==> src/rtl/mmc_dat_rx_if.sv <==
`default_nettype none
// ============================================================================
// Module   : mmc_dat_rx_if
// Brief    : Sample-side and FIFO-side signals of the MMC data-block receiver.
// Revision : 1.0 - initial release
// ============================================================================
interface mmc_dat_rx_if #(
    parameter int FIFO_DEPTH = 16
);
    localparam int c_LVL_W = $clog2(FIFO_DEPTH) + 1;

    logic               mmc_clk_en;
    logic [7:0]         mmc_dat_i;
    logic [1:0]         bus_width;
    logic               rx_start;
    logic               rx_abort;
    logic               rx_busy;
    logic               mmc_clk_stall;
    logic               fifo_rd;
    logic [7:0]         fifo_dat;
    logic               fifo_empty;
    logic [c_LVL_W-1:0] fifo_level;
    logic               rx_done;
    logic               crc_err;
    logic               endbit_err;
    logic               timeout_err;
    logic               overflow_err;

    modport master (
        output mmc_clk_en, mmc_dat_i, bus_width, rx_start, rx_abort, fifo_rd,
        input  rx_busy, mmc_clk_stall, fifo_dat, fifo_empty, fifo_level,
               rx_done, crc_err, endbit_err, timeout_err, overflow_err
    );

    modport slave (
        input  mmc_clk_en, mmc_dat_i, bus_width, rx_start, rx_abort, fifo_rd,
        output rx_busy, mmc_clk_stall, fifo_dat, fifo_empty, fifo_level,
               rx_done, crc_err, endbit_err, timeout_err, overflow_err
    );
endinterface
`default_nettype wire

==> src/rtl/mmc_dat_rx.sv <==
`default_nettype none
// ============================================================================
// Module   : mmc_dat_rx
// Brief    : MMC/SD data-bus block receiver, 1/4/8-bit, per-line CRC16, FWFT FIFO.
// Revision : 1.0 - initial release
// ============================================================================
module mmc_dat_rx #(
    parameter int BLOCK_BYTES = 512,
    parameter int FIFO_DEPTH  = 16,
    parameter int TIMEOUT_W   = 16
) (
    input  wire logic    wb_clk_i,
    input  wire logic    wb_rst_i,
    mmc_dat_rx_if.slave  bus
);
    localparam int c_LVL_W  = $clog2(FIFO_DEPTH) + 1;
    localparam int c_PTR_W  = $clog2(FIFO_DEPTH);
    localparam int c_BCNT_W = $clog2(BLOCK_BYTES + 1);
    localparam logic [c_BCNT_W-1:0]  c_BCNT_LAST = c_BCNT_W'(BLOCK_BYTES - 1);
    localparam logic [TIMEOUT_W-1:0] c_TO_LAST   = {{(TIMEOUT_W-1){1'b1}}, 1'b0};
    localparam logic [c_LVL_W-1:0]   c_LVL_FULL  = c_LVL_W'(FIFO_DEPTH);
    localparam logic [c_LVL_W-1:0]   c_LVL_STALL = c_LVL_W'(FIFO_DEPTH - 1);

    typedef enum logic [2:0] {
        S_IDLE = 3'd0,
        S_WAIT = 3'd1,
        S_DATA = 3'd2,
        S_CRC  = 3'd3,
        S_END  = 3'd4
    } state_t;

    state_t                r_state;
    logic [1:0]            r_width;
    logic [7:0]            r_mask;
    logic [TIMEOUT_W-1:0]  r_to_cnt;
    logic [2:0]            r_sub;
    logic [c_BCNT_W-1:0]   r_bcnt;
    logic [3:0]            r_crc_cnt;
    logic [6:0]            r_shift;
    logic                  r_push;
    logic [7:0]            r_push_dat;
    logic                  r_busy;
    logic                  r_done;
    logic                  r_crc_err;
    logic                  r_endbit_err;
    logic                  r_timeout_err;
    logic                  r_overflow_err;

    logic [7:0]            w_mask_sel;
    logic [7:0]            w_samp;
    logic [7:0]            w_byte_next;
    logic                  w_last;
    logic                  w_start_acc;
    logic                  w_active;
    logic                  w_crc_upd;
    logic                  w_rxcrc_shift;
    logic [7:0]            w_crc_bad;

    assign w_start_acc   = (r_state == S_IDLE) && bus.rx_start;
    assign w_active      = bus.mmc_clk_en && !bus.rx_abort && (r_state != S_IDLE);
    assign w_crc_upd     = w_active && (r_state == S_DATA);
    assign w_rxcrc_shift = w_active && (r_state == S_CRC);
    assign w_samp        = bus.mmc_dat_i & r_mask;

    always_comb begin
        w_mask_sel = 8'hFF;
        case (bus.bus_width)
            2'b00:   w_mask_sel = 8'h01;
            2'b01:   w_mask_sel = 8'h0F;
            default: w_mask_sel = 8'hFF;
        endcase
    end

    // Assemble the byte including the current sample, MSB first.
    always_comb begin
        w_byte_next = bus.mmc_dat_i;
        w_last      = 1'b1;
        case (r_width)
            2'b00: begin
                w_byte_next = {r_shift[6:0], bus.mmc_dat_i[0]};
                w_last      = (r_sub == 3'd7);
            end
            2'b01: begin
                w_byte_next = {r_shift[3:0], bus.mmc_dat_i[3:0]};
                w_last      = (r_sub == 3'd1);
            end
            default: begin
                w_byte_next = bus.mmc_dat_i;
                w_last      = 1'b1;
            end
        endcase
    end

    // One CRC16 generator and one received-CRC shifter per data line.
    for (genvar gi = 0; gi < 8; gi++) begin : g_line
        logic [15:0] r_crc;
        logic [15:0] r_rxcrc;
        logic        w_fb;

        assign w_fb = r_crc[15] ^ bus.mmc_dat_i[gi];

        always_ff @(posedge wb_clk_i or posedge wb_rst_i) begin
            if (wb_rst_i) begin
                r_crc   <= 16'h0000;
                r_rxcrc <= 16'h0000;
            end else if (w_start_acc) begin
                r_crc   <= 16'h0000;
                r_rxcrc <= 16'h0000;
            end else if (w_crc_upd) begin
                r_crc <= {r_crc[14:0], 1'b0} ^ (w_fb ? 16'h1021 : 16'h0000);
            end else if (w_rxcrc_shift) begin
                r_rxcrc <= {r_rxcrc[14:0], bus.mmc_dat_i[gi]};
            end
        end

        assign w_crc_bad[gi] = r_mask[gi] && (r_rxcrc != r_crc);
    end

    always_ff @(posedge wb_clk_i or posedge wb_rst_i) begin
        if (wb_rst_i) begin
            r_state       <= S_IDLE;
            r_width       <= 2'b00;
            r_mask        <= 8'h00;
            r_to_cnt      <= '0;
            r_sub         <= 3'd0;
            r_bcnt        <= '0;
            r_crc_cnt     <= 4'd0;
            r_shift       <= 7'd0;
            r_push        <= 1'b0;
            r_push_dat    <= 8'h00;
            r_busy        <= 1'b0;
            r_done        <= 1'b0;
            r_crc_err     <= 1'b0;
            r_endbit_err  <= 1'b0;
            r_timeout_err <= 1'b0;
        end else begin
            r_done <= 1'b0;
            r_push <= 1'b0;
            if (r_state == S_IDLE) begin
                if (bus.rx_start) begin
                    r_width       <= bus.bus_width;
                    r_mask        <= w_mask_sel;
                    r_to_cnt      <= '0;
                    r_crc_err     <= 1'b0;
                    r_endbit_err  <= 1'b0;
                    r_timeout_err <= 1'b0;
                    r_busy        <= 1'b1;
                    r_state       <= S_WAIT;
                end
            end else if (bus.rx_abort) begin
                r_busy  <= 1'b0;
                r_state <= S_IDLE;
            end else if (bus.mmc_clk_en) begin
                case (r_state)
                    S_WAIT: begin
                        if (w_samp == 8'h00) begin
                            r_sub   <= 3'd0;
                            r_bcnt  <= '0;
                            r_state <= S_DATA;
                        end else begin
                            r_to_cnt <= r_to_cnt + 1'b1;
                            if (r_to_cnt == c_TO_LAST) begin
                                r_timeout_err <= 1'b1;
                                r_done        <= 1'b1;
                                r_busy        <= 1'b0;
                                r_state       <= S_IDLE;
                            end
                        end
                    end
                    S_DATA: begin
                        r_shift <= w_byte_next[6:0];
                        if (w_last) begin
                            r_sub      <= 3'd0;
                            r_push     <= 1'b1;
                            r_push_dat <= w_byte_next;
                            r_bcnt     <= r_bcnt + 1'b1;
                            if (r_bcnt == c_BCNT_LAST) begin
                                r_crc_cnt <= 4'd0;
                                r_state   <= S_CRC;
                            end
                        end else begin
                            r_sub <= r_sub + 3'd1;
                        end
                    end
                    S_CRC: begin
                        r_crc_cnt <= r_crc_cnt + 4'd1;
                        if (r_crc_cnt == 4'd15) begin
                            r_state <= S_END;
                        end
                    end
                    S_END: begin
                        // Received CRC shifters are complete by now; check both here.
                        if (|w_crc_bad) begin
                            r_crc_err <= 1'b1;
                        end
                        if (w_samp != r_mask) begin
                            r_endbit_err <= 1'b1;
                        end
                        r_done  <= 1'b1;
                        r_busy  <= 1'b0;
                        r_state <= S_IDLE;
                    end
                    default: begin
                        r_busy  <= 1'b0;
                        r_state <= S_IDLE;
                    end
                endcase
            end
        end
    end

    logic [7:0]          r_mem [FIFO_DEPTH];
    logic [c_PTR_W-1:0]  r_wptr;
    logic [c_PTR_W-1:0]  r_rptr;
    logic [c_LVL_W-1:0]  r_level;
    logic                w_empty;
    logic                w_full;
    logic                w_pop;
    logic                w_wr;
    logic                w_drop;

    assign w_empty = (r_level == '0);
    assign w_full  = (r_level == c_LVL_FULL);
    assign w_pop   = bus.fifo_rd && !w_empty;
    assign w_wr    = r_push && (!w_full || w_pop);
    assign w_drop  = r_push && w_full && !w_pop;

    always_ff @(posedge wb_clk_i) begin
        if (w_wr) begin
            r_mem[r_wptr] <= r_push_dat;
        end
    end

    always_ff @(posedge wb_clk_i or posedge wb_rst_i) begin
        if (wb_rst_i) begin
            r_wptr         <= '0;
            r_rptr         <= '0;
            r_level        <= '0;
            r_overflow_err <= 1'b0;
        end else begin
            if (w_wr) begin
                r_wptr <= r_wptr + 1'b1;
            end
            if (w_pop) begin
                r_rptr <= r_rptr + 1'b1;
            end
            case ({w_wr, w_pop})
                2'b10:   r_level <= r_level + 1'b1;
                2'b01:   r_level <= r_level - 1'b1;
                default: r_level <= r_level;
            endcase
            if (w_drop) begin
                r_overflow_err <= 1'b1;
            end else if (w_start_acc) begin
                r_overflow_err <= 1'b0;
            end
        end
    end

    assign bus.rx_busy       = r_busy;
    assign bus.rx_done       = r_done;
    assign bus.crc_err       = r_crc_err;
    assign bus.endbit_err    = r_endbit_err;
    assign bus.timeout_err   = r_timeout_err;
    assign bus.overflow_err  = r_overflow_err;
    assign bus.fifo_empty    = w_empty;
    assign bus.fifo_level    = r_level;
    assign bus.fifo_dat      = w_empty ? 8'h00 : r_mem[r_rptr];
    assign bus.mmc_clk_stall = (r_level >= c_LVL_STALL);

endmodule
`default_nettype wire

==> src/flat_wrapper.sv <==
// flat-port wrapper written by rule: the top's interface ports become plain ports
module mmc_dat_rx_flat 
#(
    parameter int BLOCK_BYTES = 512,
    parameter int FIFO_DEPTH  = 16,
    parameter int TIMEOUT_W   = 16
)
  (wb_clk_i, wb_rst_i, bus_mmc_clk_en, bus_mmc_dat_i, bus_bus_width, bus_rx_start, bus_rx_abort, bus_fifo_rd, bus_rx_busy, bus_mmc_clk_stall, bus_fifo_dat, bus_fifo_empty, bus_fifo_level, bus_rx_done, bus_crc_err, bus_endbit_err, bus_timeout_err, bus_overflow_err);
  mmc_dat_rx_if #(.FIFO_DEPTH(FIFO_DEPTH)) bus_i ();
  input  wire logic wb_clk_i;
  input  wire logic wb_rst_i;
  input wire logic [$bits(bus_i.mmc_clk_en)-1:0] bus_mmc_clk_en;
  input wire logic [$bits(bus_i.mmc_dat_i)-1:0] bus_mmc_dat_i;
  input wire logic [$bits(bus_i.bus_width)-1:0] bus_bus_width;
  input wire logic [$bits(bus_i.rx_start)-1:0] bus_rx_start;
  input wire logic [$bits(bus_i.rx_abort)-1:0] bus_rx_abort;
  input wire logic [$bits(bus_i.fifo_rd)-1:0] bus_fifo_rd;
  output wire logic [$bits(bus_i.rx_busy)-1:0] bus_rx_busy;
  output wire logic [$bits(bus_i.mmc_clk_stall)-1:0] bus_mmc_clk_stall;
  output wire logic [$bits(bus_i.fifo_dat)-1:0] bus_fifo_dat;
  output wire logic [$bits(bus_i.fifo_empty)-1:0] bus_fifo_empty;
  output wire logic [$bits(bus_i.fifo_level)-1:0] bus_fifo_level;
  output wire logic [$bits(bus_i.rx_done)-1:0] bus_rx_done;
  output wire logic [$bits(bus_i.crc_err)-1:0] bus_crc_err;
  output wire logic [$bits(bus_i.endbit_err)-1:0] bus_endbit_err;
  output wire logic [$bits(bus_i.timeout_err)-1:0] bus_timeout_err;
  output wire logic [$bits(bus_i.overflow_err)-1:0] bus_overflow_err;
  assign bus_i.mmc_clk_en = bus_mmc_clk_en;
  assign bus_i.mmc_dat_i = bus_mmc_dat_i;
  assign bus_i.bus_width = bus_bus_width;
  assign bus_i.rx_start = bus_rx_start;
  assign bus_i.rx_abort = bus_rx_abort;
  assign bus_i.fifo_rd = bus_fifo_rd;
  assign bus_rx_busy = bus_i.rx_busy;
  assign bus_mmc_clk_stall = bus_i.mmc_clk_stall;
  assign bus_fifo_dat = bus_i.fifo_dat;
  assign bus_fifo_empty = bus_i.fifo_empty;
  assign bus_fifo_level = bus_i.fifo_level;
  assign bus_rx_done = bus_i.rx_done;
  assign bus_crc_err = bus_i.crc_err;
  assign bus_endbit_err = bus_i.endbit_err;
  assign bus_timeout_err = bus_i.timeout_err;
  assign bus_overflow_err = bus_i.overflow_err;
  mmc_dat_rx #(.BLOCK_BYTES(BLOCK_BYTES), .FIFO_DEPTH(FIFO_DEPTH), .TIMEOUT_W(TIMEOUT_W)) u_core (.wb_clk_i(wb_clk_i), .wb_rst_i(wb_rst_i), .bus(bus_i));
endmodule
==> config.mk <==
export PLATFORM = sky130hd
export DESIGN_NAME = mmc_dat_rx_flat
export DESIGN_NICKNAME = d
export VERILOG_FILES = /design/src/rtl/mmc_dat_rx_if.sv /design/src/rtl/mmc_dat_rx.sv /design/src/flat_wrapper.sv
export SDC_FILE = /design/constraint.sdc
export NUM_CORES = 1
export LEC_CHECK = 0
export ABC_AREA = 1
export BUFFER_PORTS_ARGS = -buffer_cell sky130_fd_sc_hd__buf_2
export CAP_MARGIN = 10
export CORE_ASPECT_RATIO = 1.75
export CORE_UTILIZATION = 40
export CTS_CLUSTER_SIZE = 14
export DETAILED_ROUTE_END_ITERATION = 10
export SYNTH_ARGS = -nofsm -noshare
export SYNTH_HDL_FRONTEND = slang
export SYNTH_SLANG_ARGS = --single-unit
==> constraint.sdc <==
create_clock -name wb_clk_i -period 15.6 [get_ports wb_clk_i]
set_clock_uncertainty 0.15 [all_clocks]
set_input_delay 3.12 -clock wb_clk_i [delete_from_list [all_inputs] [get_ports wb_clk_i]]
set_output_delay 3.12 -clock wb_clk_i [all_outputs]
set_load 0.02 [all_outputs]
==> results.md <==
* Status: completed
* Final cell count without fillers at between 2000 and 3000
* Clock sink count at between 400 and 500
* Vias in the first global route at between 15000 and 20000
* Sequential power share at around 44%
* Worst Path Class, Setup: register to output pin
* Most frequent cells in the layout: nand2_1 (561), dfrtp_1 (331), inv_1 (299)
* Die Ht at 302.1 um
* CP Capture Type: output pin
* Cts hold-fix bufs at 0
* Vias post-DR at approximately 15000
* Max frequency at 163.9 MHz
* First-pass GRT wire length at about 78 mm
* Half-perimeter wire length after placement at ~31 mm
* Clock share of power at 31.3%
* GP Congestion at 0.8491
* IO Pins at 37
* RSZ-0062 raised after global routing: false
* CTS tree: yes
* NumNets Final at 2203
* Hold Path Class: register to register
* Hold Fails Final Rpt at 0
* Register bit total from synthesis at 460
* Crit share post-route at about two fifths
* Syn nets at ~2200
* Synth top area cells: dfrtp_1 (40%), edfxtp_1 (19%), nand2_1 (10%)
* Drt wl/cell at roughly 17 um
* Num CTS Buffers at 43
* Die area at about 0.052 sq mm
* Yosys cell types at 45
* Delay-heaviest family, CP: buffers and inverters
* Yosys top cell area share at 40.35%
* Syn-to-layout area delta at 9.664%
* P_leak at 10.10 nW
* Worst rel slew slack at 15.48%
* Fin crit period at between 6 and 7 ns
* Syn Inst Count at about 2200
* Most common cell after layout, fill and taps aside: nand2_1
* Switching share of power at about a third
* Core Box Area at 0.05060 sq mm
* Comb pwr share at between 20% and 30%
* Placed cell count at between 2000 and 3000
* CTS H-Tree Depth at 2
* DR iter-0 viols at ~940
* Ratio of cells with drive above 1 in the final layout at under 10%
* Sw power at around 1.1 mW
* Drc violations at 0
* Req. time, crit path at 12.33 ns
* Initial antenna violation count at 4
* Port Buffers at 36
* Number of max-cap violations at 0
* Crit path largest cell delay at roughly 0.45 ns
* Slowest cell on the critical path: buf_4
* Post-synth design cell area at between 0.02 and 0.025 sq mm
* VDD IR-drop max at 0.07265 mV
* Largest net degree at the start of global routing at 142
* Die width at around 170 um
* WP buf/inv at 3
* CTS max path bufs at 3
* Cell internal pwr at ~2.1 mW
* Total wire length after detailed routing at about 48 mm
* CP startpoint kind: register
* Antenna-violating nets left at 0
* PostCTS Resize Cnt at 0
* Post-synthesis sequential area ratio at around 59%
* Vias/cell at ~5.2
* Setup violations, final at 0
* Post-CTS Setup Repair Bufs at 0
* Slew @ Worst Pin at 1.268 ns
* Worst-skew pair later-pin latency at roughly 0.56 ns
* Slew Limit Fails at 0
* Post-synth top area cell: dfrtp_1
* Initial core utilization at between 40% and 50%
* Core Rows at 109
* Pre-antenna DRT Iters at 6
* Clock Pin Slew Worst Setup and Hold Paths at approximately 0.060 ns
* Total congestion overflow at 0
* Setup total negative slack at 0 ns
* Global Route Usage Sum at 18.59%
* Power Dens Cells at about 140 mW/mm^2
* Inserted Diodes at 0
* Max Fanout on Critical Path at 34
* Worst path arrival time at 2.83 ns
* Critical path cell sequence: inv_1 > buf_4 > nor2_1 > o221ai_1 > o211ai_1 > a21oi_1 > buf_2
* Mean Syn Cell Area at about 9.5 sq um
* Synth warn at 0
* Root Buffer: clkbuf_16
==> worst paths after layout <==
kind	startpoint	end	slack (ns)	cells after the start
max reg2reg	u_core.r_state[2]	u_core.g_line[1].r_rxcrc[13]	12.16	7
min	u_core.r_shift[4]	u_core.r_shift[4]	0.33	2
min reg2reg	u_core.r_shift[4]	u_core.r_shift[4]	0.33	2
max in group asynchronous	wb_rst_i	u_core.g_line[7].r_rxcrc[3]	10.43	4
max	u_core.r_rptr[0]	bus_fifo_dat[2]	9.50	7
min in group asynchronous	wb_rst_i	u_core.bus.fifo_level[3]	2.61	2
==> Yosys cell counts (all sizes together) <==
library cell,n
or2,3
clkbuf,48
nor4,3
a31oi,4
inv,305
nor2,155
nor3,6
buf,37
a32oi,16
a21oi,41
edfxtp,128
ha,14
o211ai,18
mux2i,16
nand2,567
o21ai,57
a32o,2
dfrtp,332
fa,1
xnor2,16
o41ai,1
nor3b,1
o31ai,12
a221oi,1
o22ai,249
a41oi,1
xor2,62
o221ai,16
nand4,10
clkinv,3
nand3b,2
nand3,36
a22oi,1
a21o,2
==> power by group through the flow <==
stage                     registers [mW]  logic, mW  clock network (mW)
after floorplan                     1.43      0.597                   0
after global placement              1.47      0.791                   0
after detailed placement            1.47      0.804                   0
after CTS                           1.45      0.807                1.05
after global routing                1.46      0.878                1.09
final                               1.45      0.798                1.02
==> per-stage QoR <==
| step | total power, mW | setup slack, ns | hold slack, ns | cell area, sq um | utilization, % |
|---|---|---|---|---|---|
| 5_1_grt | 3.430 | 9.323 | 0.3613 | 22580 | 44.62 |
| 6_report | 3.273 | 9.501 | 0.3319 | 22580 | 44.62 |
| 2_1_floorplan | 2.028 | 3.134 | 0.2992 | 20590 | - |
| 4_1_cts | 3.309 | 9.490 | 0.3366 | 22580 | 44.62 |
| 3_5_place_dp | 2.277 | 9.499 | 0.3201 | 21220 | 41.93 |
| 3_3_place_gp | 2.260 | 9.554 | 0.3181 | 21220 | 41.93 |
==> state kept, by name (all words and copies together), names as in the netlist, 4 cells and up <==
signal and count:
u_core.bus.fifo_level 5, u_core.g_line.r_crc 128, u_core.g_line.r_rxcrc 128, u_core.r_bcnt 10
u_core.r_crc_cnt 4, u_core.r_mem 128, u_core.r_push_dat 8, u_core.r_rptr 4
u_core.r_shift 7, u_core.r_to_cnt 16, u_core.r_wptr 4
==> routing by layer <==
| layer | vias up | GRT usage [%] | wire, um |
|---|---|---|---|
| met1 | 7325 | 20.94 | 18700 |
| met4 | 8 | 6.890 | 1555 |
| met5 | - | 0 | 55 |
| met3 | 92 | 2.476 | 1659 |
| li1 | 7236 | - | - |
| met2 | 283 | 35.40 | 25710 |
==> worst min-delay path: stages (launching register included) <==
cell	delay (ns)
dfrtp_1	0.34
nand2_1	0.05
nand2_1	0.06
==> cell type report <==
cell class | instances | area (sq um)
inverter | 308 | 1166
sequential | 460 | 12150
tap | 666 | 833.3
multi-input combinational | 1313 | 6809
clock inverter | 16 | 141.4
timing repair buffer | 46 | 255.2
clock buffer | 62 | 1219
fill | 4830 | 28020
==> cell families after synthesis <==
family	synth area share, %
fa+ha+maj	0.9481
buf+inv	7.998
mux	0.7779
compound gates	12.91
xor+xnor	3.318
simple gates	15.02
flops	59.03
Note: power is estimated with default switching activity, not from simulation.
